File: src/rtl/mult_if.sv
// mult_if: handshake and result bundle of the shift-and-add multiplier.
//   master (pipeline controller): drives start, is_signed, a, b;
//                                 observes busy, done, hi, lo.
//   slave  (mult_unit)          : the reverse.
//
// Handshake: start is a request, sampled on a rising clk edge, and it is
// accepted only when the unit is not busy (idle, or in its done cycle). Once
// an operation is accepted, busy stays high until the product is written.
// After that, done pulses for exactly one cycle, and during that cycle hi/lo
// already hold the new product. busy and done are never high together.
interface mult_if #(
  parameter int WIDTH = 32
);
  logic             start;
  logic             is_signed;
  logic [WIDTH-1:0] a;
  logic [WIDTH-1:0] b;
  logic             busy;
  logic             done;
  logic [WIDTH-1:0] hi;
  logic [WIDTH-1:0] lo;

  modport master (
    output start, is_signed, a, b,
    input  busy, done, hi, lo
  );

  modport slave (
    input  start, is_signed, a, b,
    output busy, done, hi, lo
  );
endinterface

File: src/rtl/mult_unit.sv
// mult_unit: sequential shift-and-add multiplier for MULT/MULTU.
// It takes one add-and-shift step per cycle and then performs one sign-fix
// step. Latency is fixed at WIDTH+1 edges from the start edge to done.
// Ports:
//   clk       rising-edge clock
//   rst       synchronous, active-high reset (aborts any operation in flight)
//   bus       mult_if slave: start/is_signed/a/b in; busy/done/hi/lo out
//   state_dbg current FSM state (IDLE=0, RUN=1, NEG=2, DONE=3)
module mult_unit #(
  parameter int WIDTH = 32
) (
  input  logic       clk,
  input  logic       rst,
  mult_if.slave      bus,
  output logic [1:0] state_dbg
);
  localparam int CW = $clog2(WIDTH) + 1;

  localparam logic [1:0] S_IDLE = 2'd0;
  localparam logic [1:0] S_RUN  = 2'd1;
  localparam logic [1:0] S_NEG  = 2'd2;
  localparam logic [1:0] S_DONE = 2'd3;

  logic [1:0]       state;
  logic [WIDTH-1:0] mcand;
  logic [WIDTH:0]   acc;
  logic [WIDTH-1:0] mq;
  logic [CW-1:0]    cnt;
  logic             neg;

  logic [WIDTH:0]     sum;
  logic [2*WIDTH-1:0] prod;
  logic [WIDTH-1:0]   a_mag;
  logic [WIDTH-1:0]   b_mag;

  // Magnitudes for signed operands. Negating the most negative value wraps
  // back to itself, and reading that result as unsigned gives the true
  // magnitude 2^(WIDTH-1).
  always_comb begin
    a_mag = bus.a;
    b_mag = bus.b;
    if (bus.is_signed && bus.a[WIDTH-1]) a_mag = -bus.a;
    if (bus.is_signed && bus.b[WIDTH-1]) b_mag = -bus.b;
  end

  // Partial-sum adder. It is one bit wider than the operands so that the
  // carry survives into the right shift.
  always_comb begin
    sum = acc + (mq[0] ? {1'b0, mcand} : '0);
  end

  // After WIDTH shifts, acc[WIDTH] is always 0 and the unsigned product
  // sits in {acc, mq}.
  always_comb begin
    prod = {acc[WIDTH-1:0], mq};
  end

  always_ff @(posedge clk) begin
    if (rst) begin
      state    <= S_IDLE;
      mcand    <= '0;
      acc      <= '0;
      mq       <= '0;
      cnt      <= '0;
      neg      <= 1'b0;
      bus.busy <= 1'b0;
      bus.done <= 1'b0;
      bus.hi   <= '0;
      bus.lo   <= '0;
    end else begin
      case (state)
        S_IDLE, S_DONE: begin
          bus.done <= 1'b0;
          if (bus.start) begin
            mcand    <= a_mag;
            mq       <= b_mag;
            neg      <= bus.is_signed & (bus.a[WIDTH-1] ^ bus.b[WIDTH-1]);
            acc      <= '0;
            cnt      <= '0;
            bus.busy <= 1'b1;
            state    <= S_RUN;
          end else begin
            state <= S_IDLE;
          end
        end
        S_RUN: begin
          {acc, mq} <= {sum, mq} >> 1;
          cnt       <= cnt + 1'b1;
          if (cnt == CW'(WIDTH - 1)) state <= S_NEG;
        end
        S_NEG: begin
          {bus.hi, bus.lo} <= neg ? -prod : prod;
          bus.busy         <= 1'b0;
          bus.done         <= 1'b1;
          state            <= S_DONE;
        end
        default: state <= S_IDLE;
      endcase
    end
  end

  assign state_dbg = state;
endmodule

File: src/flat_wrapper.sv
// flat-port wrapper written by rule: the top's interface ports become plain ports
module mult_unit_flat 
#(
  parameter int WIDTH = 32
)
  (clk, rst, state_dbg, bus_start, bus_is_signed, bus_a, bus_b, bus_busy, bus_done, bus_hi, bus_lo);
  mult_if #(.WIDTH(WIDTH)) bus_i ();
  input  logic clk;
  input  logic rst;
  output logic [1:0] state_dbg;
  input wire logic [$bits(bus_i.start)-1:0] bus_start;
  input wire logic [$bits(bus_i.is_signed)-1:0] bus_is_signed;
  input wire logic [$bits(bus_i.a)-1:0] bus_a;
  input wire logic [$bits(bus_i.b)-1:0] bus_b;
  output wire logic [$bits(bus_i.busy)-1:0] bus_busy;
  output wire logic [$bits(bus_i.done)-1:0] bus_done;
  output wire logic [$bits(bus_i.hi)-1:0] bus_hi;
  output wire logic [$bits(bus_i.lo)-1:0] bus_lo;
  assign bus_i.start = bus_start;
  assign bus_i.is_signed = bus_is_signed;
  assign bus_i.a = bus_a;
  assign bus_i.b = bus_b;
  assign bus_busy = bus_i.busy;
  assign bus_done = bus_i.done;
  assign bus_hi = bus_i.hi;
  assign bus_lo = bus_i.lo;
  mult_unit #(.WIDTH(WIDTH)) u_core (.clk(clk), .rst(rst), .bus(bus_i), .state_dbg(state_dbg));
endmodule
File: config.mk
export PLATFORM = sky130hd
export DESIGN_NAME = mult_unit_flat
export DESIGN_NICKNAME = d
export VERILOG_FILES = /design/src/rtl/mult_if.sv /design/src/rtl/mult_unit.sv /design/src/flat_wrapper.sv
export SDC_FILE = /design/constraint.sdc
export NUM_CORES = 1
export LEC_CHECK = 0
export BUFFER_PORTS_ARGS = -buffer_cell sky130_fd_sc_hd__buf_2
export CORE_MARGIN = 2
export CORE_UTILIZATION = 55
export DETAILED_ROUTE_END_ITERATION = 10
export GPL_ROUTABILITY_DRIVEN = 0
export PLACE_DENSITY = 0.76
export SLEW_MARGIN = 40
export SYNTH_ARGS = -nofsm -noshare
export SYNTH_HDL_FRONTEND = slang
export SYNTH_SLANG_ARGS = --single-unit
File: constraint.sdc
create_clock -name clk -period 4.7 [get_ports clk]
set_clock_uncertainty 0.15 [all_clocks]
set_input_delay 1.41 -clock clk [delete_from_list [all_inputs] [get_ports clk]]
set_output_delay 1.41 -clock clk [all_outputs]
set_load 0.02 [all_outputs]
; After elaboration in Yosys (flattened, before gate mapping)
; Cells that the tools add are included.
[classes]
eq_ne = 6
n_reduce_logical = 9
n_bitwise = 2
addsub = 5
n_mux = 16
[ops]
columns = operator, n
row1 = 32-bit two-way mux, 4
row2 = 33-bit one-hot mux with 2 select lines, 1
row3 = 64-bit two-way mux, 1
row4 = 32-bit negator, 2
row5 = 64-bit negator, 1
row6 = 32-bit one-hot mux with 2 select lines, 1
row7 = 33-bit adder, 1
row8 = 33-bit two-way mux, 1
row9 = 6-bit one-hot mux with 2 select lines, 1
row10 = "6-bit by 1-bit adder with 6-bit output, second input constant", 1
row11 = "6-bit by 5-bit equality test with 1-bit output, second input constant", 1
row12 = 6-bit two-way mux, 1
row13 = 2-bit one-hot mux with 3 select lines, 1
row14 = 2-bit AND reduction, 3
row15 = "2-bit equality test, second input constant", 2
row16 = 1-bit one-hot mux with 2 select lines, 2
row17 = 2-bit nonzero test, 2
row18 = "2-bit by 1-bit equality test with 1-bit output, second input constant", 1
row19 = 1-bit logical AND, 2
row20 = 2-bit zero test, 1
row21 = 1-bit two-way mux, 2
row22 = 2-bit two-way mux, 1
row23 = "2-bit by 1-bit inequality test with 1-bit output, second input constant", 1
row24 = "2-bit inequality test, second input constant", 1
row25 = 3 further kinds, 3
[word_totals]
input_bits = 68
elab_cells = 48
ff_bits = 172

; Logic depth before layout (Yosys ltp)
; Gate-level depths: netlist of the first run.
[depth]
depth_word = 4
depth_mapped = 14
depth_no_buf = 12

; Least setup slack after synthesis of the first run
; OpenSTA, ideal clock, no wires.
[synth_path]
path_kind = input to register
start = in bus_b[14]
end = reg u_core.mq[27]
setup_ns = 0.095
path_buffers = 0
stages = 8
arrival_ns = 3.555
path_slack_ns = 0.900
cell_sequence = or4_1 -> or3_1 -> or3_1 -> nor4_2 -> and2_1 -> a21oi_1 -> xnor2_1 -> a221oi_1
[synth_between]
elab_chain_len = 4
[synth_lines]
columns = item, line_no
row1 = from (decl), flat_wrapper.sv:14  ; input wire logic [$bits(bus_i.b)-1:0] bus_b;
row2 = 32-bit negator, mult_unit.sv:43  ; if (bus.is_signed && bus.b[WIDTH-1]) b_mag = -bus.b;
row3 = 32-bit two-way mux, mult_unit.sv:43
row4 = 32-bit two-way mux, mult_unit.sv:74  ; if (bus.start) begin
row5 = 32-bit one-hot mux with 2 select lines, mult_unit.sv:71  ; case (state)
row6 = to (signal assigned), mult_unit.sv:76  ; mq <= b_mag;
row7 = to (signal assigned), mult_unit.sv:87  ; {acc, mq} <= {sum, mq} >> 1;
row8 = to (decl), mult_unit.sv:27  ; logic [WIDTH-1:0] mq;
; No other way between the ends. The select of a mux whose other input is x is not followed.
; A chain may end at the register's enable or synchronous reset.

; Worst setup path after layout of the first run
[layout_path]
start = in bus_b[14]
end = reg u_core.mq[25]
; The elaborated chain is that of the path after synthesis.

==> results of run 1 <==
layout make-up:
class / instances / area [µm²]
well taps: 265 / 332
clock inverters: 14 / 135
multi-input cells: 1095 / 6930
repair buffers: 146 / 761
inverters: 33 / 124
clock buffers: 18 / 429
fillers: 1756 / 7200
flip-flops and latches: 171 / 3420
worst paths after layout:
kind | startpoint | endpoint | slack, ns
min | u_core.bus.hi[3]$_SDFFE_PP0P_ | u_core.bus.hi[3]$_SDFFE_PP0P_ | 0.30
max reg2reg | u_core.acc[0]$_SDFFE_PP0P_ | u_core.acc[23]$_SDFFE_PP0P_ | 1.22
min reg2reg | u_core.bus.hi[3]$_SDFFE_PP0P_ | u_core.bus.hi[3]$_SDFFE_PP0P_ | 0.30
max | bus_b[14] | u_core.mq[25]$_SDFFE_PP0P_ | 0.99
state kept, by name, indices dropped and copies added, names as in the netlist:
register,flops
u_core.state_dbg,2
u_core.bus.done,1
u_core.bus.busy,1
u_core.acc,32
u_core.bus.hi,32
u_core.mcand,32
u_core.neg,1
u_core.cnt,6
u_core.mq,32
u_core.bus.lo,32
where the power goes:
part	total, W	internal [W]	switching (W)
clock	0.00136	0.000742	0.000621
sequential	0.00229	0.00186	0.000428
combinational	0.00281	0.00100	0.00181
per-layer routing:
layer  routed length (µm)  GRT usage (%)
met1                14000           42.4
met2                11400           39.6
met3                 2190           3.31
met4                  356           7.02
met5                    0              0
synthesized netlist by cell type, drive strengths merged, types with 5 or more instances:
| cell type | n | area, µm² |
|---|---|---|
| dfxtp | 171 | 3420 |
| nor2 | 169 | 634 |
| nand2 | 127 | 477 |
| o21ai | 104 | 520 |
| a21oi | 98 | 490 |
| xor2 | 88 | 771 |
| a211oi | 83 | 623 |
| clkbuf | 80 | 302 |
| xnor2 | 53 | 464 |
| and2 | 39 | 244 |
| ha | 39 | 488 |
| inv | 33 | 124 |
| o31ai | 31 | 238 |
| or3 | 27 | 169 |
| nor3 | 25 | 148 |
| nand3 | 23 | 115 |
| or4 | 18 | 154 |
| a21o | 17 | 128 |
| nand2b | 13 | 81.3 |
| nor4 | 13 | 93.8 |
| a221oi | 11 | 96.3 |
| nand4 | 10 | 68.8 |
| o41ai | 10 | 95.1 |
| a31oi | 9 | 56.3 |
| mux2i | 9 | 90.1 |
| a22oi | 8 | 60.1 |
| a311oi | 7 | 61.3 |
| and3 | 6 | 37.5 |
| o211ai | 6 | 45.0 |
| buf | 5 | 30.0 |
| o21a | 5 | 37.5 |
critical path, cell delays in order:
cell	delay, ns
sky130_fd_sc_hd__buf_2	0.11
sky130_fd_sc_hd__or4_1	0.56
sky130_fd_sc_hd__or3_1	0.36
sky130_fd_sc_hd__or3_1	0.38
sky130_fd_sc_hd__nor4_2	0.23
sky130_fd_sc_hd__and2_1	0.29
sky130_fd_sc_hd__a21oi_1	0.11
sky130_fd_sc_hd__xnor2_1	0.17
sky130_fd_sc_hd__a221oi_1	0.27
stage by stage:
| stage | instance area (µm²) | setup slack, ns |
|---|---|---|
| after floorplan | 10800 | 0.900 |
| after CTS | 12100 | 1.00 |
| final | 12100 | 0.985 |
| after global routing | 12100 | 0.837 |
| after global placement | 11600 | 0.588 |
| after detailed placement | 11600 | 0.557 |
kinds of logic (layout without fill, tap and decap cells):
group | after synthesis | in the layout | synth area share, %
and+or+nand+nor | 486 | 486 | 21.8
AOI/OAI and AO/OA | 419 | 419 | 25.2
DFF | 171 | 171 | 31.8
xor gates and xnor gates | 141 | 141 | 11.5
buffers and inverters | 118 | 211 | 4.23
adders and majority gates | 40 | 40 | 4.71
muxes | 9 | 9 | 0.836
==> summary.txt, run 1 <==
run status: completed
post-CTS setup buffer count: 0
worst hold path class: reg2reg
mean instance size in the synthesized netlist: 7.79 µm²
vias after detailed routing: 10100
clock latency at the later pin of the worst-skew pair: 0.43 ns
nets in the synthesized netlist: 1492
cells on worst reg2reg path: 11
Static Leakage: 4.87 nW
total global-route track usage: 27.3%
VDD IR max: 0.459 mV
kind of end point of the critical path: flop
Hold Path Cell Cnt: 2
Port Buffer Count: 135
Std-Cell Core Area: 0.0193 mm²
count of standard-cell rows: 51
number of buffers inserted during clock tree synthesis: 17
Power per Cell Area: 532 mW/mm²
smallest hold slack: 0.304 ns
maximum fanout along the worst path: 5
max-slew violation total from the final report: 0
starting density of the core: 55.7%
total gr overflow: 0
buffer cell driving the clock tree root: sky130_fd_sc_hd__clkbuf_16
pin count of the biggest net entering global routing: 72
post-DR vias/cell: 5.82
final cycle utilization of the critical path: 79.0%
clk sink count: 171
drt first pass iters: 5
number of instances in the synthesized netlist: 1384
I/O pin count: 136
minimum period implied by the final worst setup slack: 3.71 ns
worst endpoint required time: 4.89 ns
total detailed-routing wirelength: 27900 µm
antenna violations before repair: 0
final setup violating endpoints: 0
EDFF count, synth: 0
number of violations of the max-capacitance limit: 0
Die ar.: 0.0207 mm²
Post-Synthesis Cell Area: 0.0108 mm²
achievable frequency: 269 MHz
horizontal extent of the die: 144 µm
via count of the first global-routing pass: 8989
Async SR Flop Fraction: 0%
hold violation total from the final report: 0
Post-Layout Cell Count: 1742
unrepaired setup endpoints after global routing: no
critical path type: in2reg
post-layout total power: 0.00646 W
number of diodes added for antenna fixing: 0
Post-Route Setup TNS: 0 ns
post-synthesis sequential area ratio: 31.8%
worst endpoint data arrival time: 3.90 ns
CTS Hold Buffers Added: 0
first-pass GRT wire length: 45600 µm
commonest cells after routing, fill and taps aside: sky130_fd_sc_hd__dfxtp_1, sky130_fd_sc_hd__nor2_1, sky130_fd_sc_hd__buf_2, sky130_fd_sc_hd__nand2_1, sky130_fd_sc_hd__o21ai_0
post-cts sizing count: 0
Clock Path Buffers: 2
placed cell count: 1710
NumNets Final: 1572
vertical die dimension: 144 µm
TritonCTS clock tree: built
average routed wire per standard cell: 16.0 µm
DRC Markers: 0
transition time at the pin with the least slew margin: 0.762 ns
final antenna-violating net count: 0
number of DRC markers in iteration 0: 914
layout cells sized above 1: 13.8%
number of distinct library cell variants in the gate-level netlist after synthesis: 70
post-detail-place hpwl: 21100 µm
Main synth FF type: sky130_fd_sc_hd__dfxtp_1
register bit total from synthesis: 171
CTS clock-pin slew for the worst setup and hold paths: 0.07 ns
startpoint types: input port
most common cell after layout, fill and taps aside: sky130_fd_sc_hd__dfxtp_1
utilization after layout: 62.8%
area added between synthesis and finish: 12.6%
number of synthesis warnings: 0
number of levels the H-tree was split into: 4
tightest slew margin relative to the limit: 49.2%
(Power assumes the default switching activity.)
==> run 2: changes to the inputs <==
- clock period: 4.7 -> 3.65 ns (I/O delays scaled with it)
==> run 2 against run 1 <==
Flip-flop and latch count is the same. Count of clock-buffer cells in the layout grew 1. Critical path type unchanged. Sequential share of layout area shrank 0.62 points. Critical endpoint is now u_core.mq[31]$_SDFFE_PP0P_. Critical path depth is the same. Routed wire length grew 2.9%. Sequential power grew 29%.
==> summary.txt, run 2 (same netlist as run 1, synthesis figures left out) <==
run status: completed (unchanged)
drt first pass iters: 6 (was 5)
final antenna-violating net count: 0 (unchanged)
number of diodes added for antenna fixing: 0 (unchanged)
area used by multi-input combinational logic: 0.00692 mm² (was 0.00693 mm²)
total global-route track usage: 28.1% (was 27.3%)
Static Leakage: 5.03 nW (was 4.87 nW)
PnR worst setup slack: 0.181 ns (was 0.985 ns)
post-CTS setup buffer count: 0 (unchanged)
tightest slew margin relative to the limit: 47.0% (was 49.2%)
I/O pin count: 136 (unchanged)
destination of the worst hold path: u_core.bus.hi[3]$_SDFFE_PP0P_ (unchanged)
horizontal extent of the die: 144 µm (unchanged)
pre-CTS setup slack: -0.124 ns (was 0.557 ns)
achievable frequency: 288 MHz
total gr overflow: 0 (unchanged)
worst flop-to-flop path startpoint: u_core.mq[0]$_SDFFE_PP0P_ (was u_core.acc[0]$_SDFFE_PP0P_)
total detailed-routing wirelength: 28700 µm (was 27900 µm)
unrepaired setup endpoints after global routing: no (unchanged)
pin count of the biggest net entering global routing: 77 (was 72)
startpoint of the most critical hold path: u_core.bus.hi[3]$_SDFFE_PP0P_ (unchanged)
first-pass GRT wire length: 47000 µm (was 45600 µm)
vertical die dimension: 144 µm (unchanged)
critical path type: in2reg (unchanged)
cells on worst reg2reg path: 12 (was 11)
smallest hold slack: 0.302 ns (was 0.304 ns)
Port Buffer Count: 135 (unchanged)
final cycle utilization of the critical path: 95.0%
worst hold path class: reg2reg (unchanged)
filler instances: 1665 (was 1756)
starting density of the core: 55.7% (unchanged)
kind of end point of the critical path: flop (unchanged)
minimum period implied by the final worst setup slack: 3.47 ns
Power per Cell Area: 693 mW/mm² (was 532 mW/mm²)
post-DR vias/cell: 5.95 (was 5.82)
most common cell after layout, fill and taps aside: sky130_fd_sc_hd__dfxtp_1 (unchanged)
DRC Markers: 0 (unchanged)
NumNets Final: 1598 (was 1572)
number of DRC markers in iteration 0: 930 (was 914)
CTS clock-pin slew for the worst setup and hold paths: 0.06 ns (was 0.07 ns)
post-detail-place hpwl: 21800 µm (was 21100 µm)
maximum fanout along the worst path: 5 (unchanged)
clk sink count: 171 (unchanged)
utilization after layout: 64.2% (was 62.8%)
count of standard-cell rows: 51 (unchanged)
Clock Path Buffers: 2 (unchanged)
hold violation total from the final report: 0 (unchanged)
antenna violations before repair: 0 (unchanged)
Die ar.: 0.0207 mm² (unchanged)
number of levels the H-tree was split into: 4 (unchanged)
RR Endpoint: u_core.acc[23]$_SDFFE_PP0P_ (unchanged)
via count of the first global-routing pass: 9330 (was 8989)
commonest cells after routing, fill and taps aside: sky130_fd_sc_hd__dfxtp_1, sky130_fd_sc_hd__nor2_1, sky130_fd_sc_hd__buf_2, sky130_fd_sc_hd__nand2_1, sky130_fd_sc_hd__o21ai_0 (unchanged)
combined flip-flop and latch cell area: 0.00342 mm² (unchanged)
Hold Path Cell Cnt: 2 (unchanged)
average routed wire per standard cell: 16.3 µm (was 16.0 µm)
layout cells sized above 1: 15.2% (was 13.8%)
worst endpoint required time: 3.82 ns (was 4.89 ns)
internal reg-to-reg setup slack: 0.29 ns (was 1.22 ns)
number of buffers inserted during clock tree synthesis: 17 (unchanged)
clock latency at the later pin of the worst-skew pair: 0.43 ns (about the same)
Std-Cell Core Area: 0.0193 mm² (unchanged)
number of violations of the max-capacitance limit: 0 (unchanged)
TritonCTS clock tree: built (unchanged)
area added between synthesis and finish: 15.2% (was 12.6%)
startpoint types: input port (unchanged)
vias after detailed routing: 10500 (was 10100)
CTS Hold Buffers Added: 0 (unchanged)
transition time at the pin with the least slew margin: 0.791 ns (was 0.762 ns)
final setup violating endpoints: 0 (unchanged)
buffer cell driving the clock tree root: sky130_fd_sc_hd__clkbuf_16 (unchanged)
post-cts sizing count: 0 (unchanged)
max-slew violation total from the final report: 0 (unchanged)
post-layout total power: 0.00860 W (was 0.00646 W)
worst endpoint data arrival time: 3.64 ns (was 3.90 ns)
VDD IR max: 0.808 mV (was 0.459 mV)
run 2: cell types whose count changed in the layout (fill, tap and decap cells not counted), sizes merged:
| cell | delta |
|---|---|
| bufinv | +2 |
| clkinv | +3 |
| inv | -4 |
| clkinvlp | -2 |
| clkbuf | +1 |
| buf | +26 |
run 2: worst max-delay path, stage by stage:
cell and delay, ns:
sky130_fd_sc_hd__buf_2 0.10, sky130_fd_sc_hd__or4_1 0.55, sky130_fd_sc_hd__or3_1 0.34, sky130_fd_sc_hd__or3_1 0.35, sky130_fd_sc_hd__nor4_2 0.31, sky130_fd_sc_hd__and2_1 0.33
sky130_fd_sc_hd__buf_4 0.16, sky130_fd_sc_hd__a31oi_1 0.10, sky130_fd_sc_hd__a2111oi_2 0.31
run 2: worst max path at each step:
stage / startpoint / to / slack, ns / cells after the start
2_1_floorplan: bus_b[14] / u_core.mq[27]$_SDFFE_PP0P_ / 0.16 / 8
6_report: bus_b[14] / u_core.mq[31]$_SDFFE_PP0P_ / 0.18 / 9
3_3_place_gp: bus_b[14] / u_core.mq[29]$_SDFFE_PP0P_ / -0.08 / 9
5_1_grt: u_core.mq[0]$_SDFFE_PP0P_ / u_core.acc[23]$_SDFFE_PP0P_ / 0.04 / 12
4_1_cts: u_core.mq[0]$_SDFFE_PP0P_ / u_core.acc[23]$_SDFFE_PP0P_ / 0.27 / 12
3_5_place_dp: bus_b[14] / u_core.mq[29]$_SDFFE_PP0P_ / -0.12 / 9
run 2: layout make-up:
type | count | area share [%]
inverters | 33 | 0.998
clock buffers | 19 | 3.57
flip-flops and latches | 171 | 27.6
clock inverters | 13 | 1.49
repair buffers | 172 | 7.90
well taps | 265 | 2.67
multi-input cells | 1095 | 55.8
run 2: per-layer routing:
metal	wire (µm)	up-vias	global-route usage [%]
li1	-	5205	-
met1	14200	4802	42.6
met2	11900	472	41.2
met3	2270	48	3.68
met4	443	0	8.46
met5	0	-	0
run 2: power breakdown:
part / total (W) / internal [W] / switching (W)
clock: 0.00191 / 0.00111 / 0.000799
sequential: 0.00295 / 0.00240 / 0.000550
combinational: 0.00373 / 0.00136 / 0.00237
run 2: stage by stage:
stage	TNS [ns]	cells	cell area [µm²]
6_report	0	1768	12400
5_1_grt	0	1768	12400
4_1_cts	0	1768	12400
3_5_place_dp	-0.484	1736	11800
3_3_place_gp	-0.289	1736	11800
2_1_floorplan	0	1384	10800
==> run 3: changes to the inputs <==
- CTS_BUF_LIST: default -> sky130_fd_sc_hd__clkbuf_8
- SLEW_MARGIN: 40 -> default
==> run 3 against run 2 <==
Register-to-register slack about the same. Critical path depth stayed put. First-iteration DRC count increased by 1.5%. Flip-flop and latch count unchanged. Non-clock buffer count stayed put. Die area is the same. Critical endpoint is now u_core.mq[29]$_SDFFE_PP0P_. Fmax grew 2.9%. Hold slack improved by 0.0041 ns. Via count decreased by 0.21%. Combinational power barely moved. Cell area shrank 1.6%.
==> summary.txt, run 3 (same netlist as run 1, synthesis figures left out) <==
run status: completed (unchanged)
smallest hold slack: 0.306 ns (was 0.302 ns)
most common cell after layout, fill and taps aside: sky130_fd_sc_hd__dfxtp_1 (unchanged)
achievable frequency: 297 MHz (was 288 MHz)
clock network fraction of design power: 18.0% (was 22.2%)
portion of total power attributed to sequential cells: 36.2% (was 34.3%)
CTS clock-pin slew for the worst setup and hold paths: 0.09 ns (was 0.06 ns)
drt first pass iters: 5 (was 6)
final setup violating endpoints: 0 (unchanged)
tightest slew margin relative to the limit: 36.8% (was 47.0%)
NumNets Final: 1598 (unchanged)
total detailed-routing wirelength: 28600 µm (was 28700 µm)
worst endpoint data arrival time: 3.59 ns (was 3.64 ns)
Clock Path Buffers: 2 (unchanged)
number of buffers inserted during clock tree synthesis: 17 (unchanged)
relative contribution of combinational cells to total power: 45.8% (was 43.4%)
pin count of the biggest net entering global routing: 77 (unchanged)
number of violations of the max-capacitance limit: 0 (unchanged)
total global-route track usage: 27.9% (was 28.1%)
clk sink count: 171 (unchanged)
final antenna-violating net count: 0 (unchanged)
unrepaired setup endpoints after global routing: no (unchanged)
Std-Cell Core Area: 0.0193 mm² (unchanged)
commonest cells after routing, fill and taps aside: sky130_fd_sc_hd__dfxtp_1, sky130_fd_sc_hd__nor2_1, sky130_fd_sc_hd__buf_2, sky130_fd_sc_hd__nand2_1, sky130_fd_sc_hd__o21ai_0 (unchanged)
starting density of the core: 55.7% (unchanged)
transition time at the pin with the least slew margin: 0.946 ns (was 0.791 ns)
post-detail-place hpwl: 21800 µm (unchanged)
Power per Cell Area: 665 mW/mm² (was 693 mW/mm²)
maximum fanout along the worst path: 5 (unchanged)
clock latency at the later pin of the worst-skew pair: 0.47 ns (was 0.43 ns)
final cycle utilization of the critical path: 92.3% (was 95.0%)
average routed wire per standard cell: 16.2 µm (was 16.3 µm)
count of standard-cell rows: 51 (unchanged)
internal power contribution: 0.00447 W (was 0.00488 W)
post-layout total power: 0.00812 W (was 0.00860 W)
number of levels the H-tree was split into: 4 (unchanged)
antenna violations before repair: 0 (unchanged)
VDD IR max: 0.805 mV (was 0.808 mV)
vertical die dimension: 144 µm (unchanged)
cells on worst reg2reg path: 12 (unchanged)
placed cell areas: 0.0118 mm² (unchanged)
DRC Markers: 0 (unchanged)
minimum period implied by the final worst setup slack: 3.37 ns (was 3.47 ns)
first-pass GRT wire length: 46700 µm (was 47000 µm)
startpoint types: input port (unchanged)
number of diodes added for antenna fixing: 0 (unchanged)
Static Leakage: 4.95 nW (was 5.03 nW)
I/O pin count: 136 (unchanged)
number of DRC markers in iteration 0: 944 (was 930)
buffer cell driving the clock tree root: sky130_fd_sc_hd__clkbuf_8 (was sky130_fd_sc_hd__clkbuf_16)
Hold Path Cell Cnt: 2 (unchanged)
total gr overflow: 0 (unchanged)
vias after detailed routing: 10500 (about the same)
post-DR vias/cell: 5.94 (was 5.95)
layout cells sized above 1: 15.1% (was 15.2%)
switching power: 0.00365 W (was 0.00372 W)
max-slew violation total from the final report: 0 (unchanged)
Die ar.: 0.0207 mm² (unchanged)
hold violation total from the final report: 0 (unchanged)
horizontal extent of the die: 144 µm (unchanged)
worst hold path class: reg2reg (unchanged)
final non-filler cell area: 0.0122 mm² (was 0.0124 mm²)
Port Buffer Count: 135 (unchanged)
via count of the first global-routing pass: 9306 (was 9330)
critical path type: in2reg (unchanged)
switching share of total power: 45.0% (was 43.3%)
worst endpoint required time: 3.87 ns (was 3.82 ns)
area added between synthesis and finish: 13.4% (was 15.2%)
TritonCTS clock tree: built (unchanged)
kind of end point of the critical path: flop (unchanged)
==> run 3: cell count changes in the layout (fill, tap and decap cells not counted) <==
cell and change:
sky130_fd_sc_hd__clkbuf_16 -17, sky130_fd_sc_hd__clkbuf_8 +17, sky130_fd_sc_hd__clkbuf_1 -1, sky130_fd_sc_hd__dfxtp_1 +1, sky130_fd_sc_hd__dfxtp_2 -1, sky130_fd_sc_hd__inv_1 +1
==> run 3: worst paths after layout <==
path                                       from                       endpoint  slack (ns)
hold / removal    u_core.mcand[21]$_SDFFE_PP0P_  u_core.mcand[21]$_SDFFE_PP0P_        0.31
hold reg to reg   u_core.mcand[21]$_SDFFE_PP0P_  u_core.mcand[21]$_SDFFE_PP0P_        0.31
setup / recovery                      bus_b[14]     u_core.mq[29]$_SDFFE_PP0P_        0.28
setup reg to reg      u_core.mq[0]$_SDFFE_PP0P_    u_core.acc[23]$_SDFFE_PP0P_        0.30
==> run 3: metal layers <==
layer  routed length, µm  global-route usage, %  share of wire, %
met5                   0                      0                 0
met4                 401                   7.02               1.4
met3                2340                   4.93               8.2
met2               11800                   40.5                41
met1               14000                   42.4                49
==> run 3: critical path, stage by stage <==
cell and delay, ns:
sky130_fd_sc_hd__buf_2 0.10, sky130_fd_sc_hd__or4_1 0.54, sky130_fd_sc_hd__or3_1 0.34, sky130_fd_sc_hd__or3_1 0.35, sky130_fd_sc_hd__nor4_2 0.28, sky130_fd_sc_hd__and2_1 0.33
sky130_fd_sc_hd__a21oi_1 0.13, sky130_fd_sc_hd__xnor2_1 0.16, sky130_fd_sc_hd__a221oi_1 0.27
==> run 3: per-stage QoR <==
step	worst slack, ns	util, %	std cells	setup TNS (ns)
after floorplan	0.165	-	1384	0
after detailed placement	-0.124	60.9	1736	-0.484
after global routing	0.0369	63.2	1768	0
final	0.279	63.2	1768	0
after CTS	0.264	63.2	1768	0
after global placement	-0.0762	60.9	1736	-0.289
==> run 3: cell type report <==
cell class                      instances  area (µm²)
Fill cell                            1712        7120
Multi-Input combinational cell       1095        6920
Sequential cell                       171        3420
Timing Repair Buffer                  172         981
Tap cell                              265         332
Clock buffer                           18         248
Clock inverter                         14         189
Inverter                               33         124
==> run 3: power groups by stage <==
stage               clock [W]  combinational [W]  sequential, W
detailed placement          0            0.00369        0.00296
global placement            0            0.00361        0.00294
CTS                   0.00148            0.00370        0.00292
finish                0.00146            0.00372        0.00294
floorplan                   0            0.00244        0.00307
global route          0.00156            0.00413        0.00300
==> run 3: what timing repair did <==
action                     CTS  global route
setup buffers                0             0
setup endpoints to repair    0             1
hold buffers                 0             0
gates resized for setup      0             1
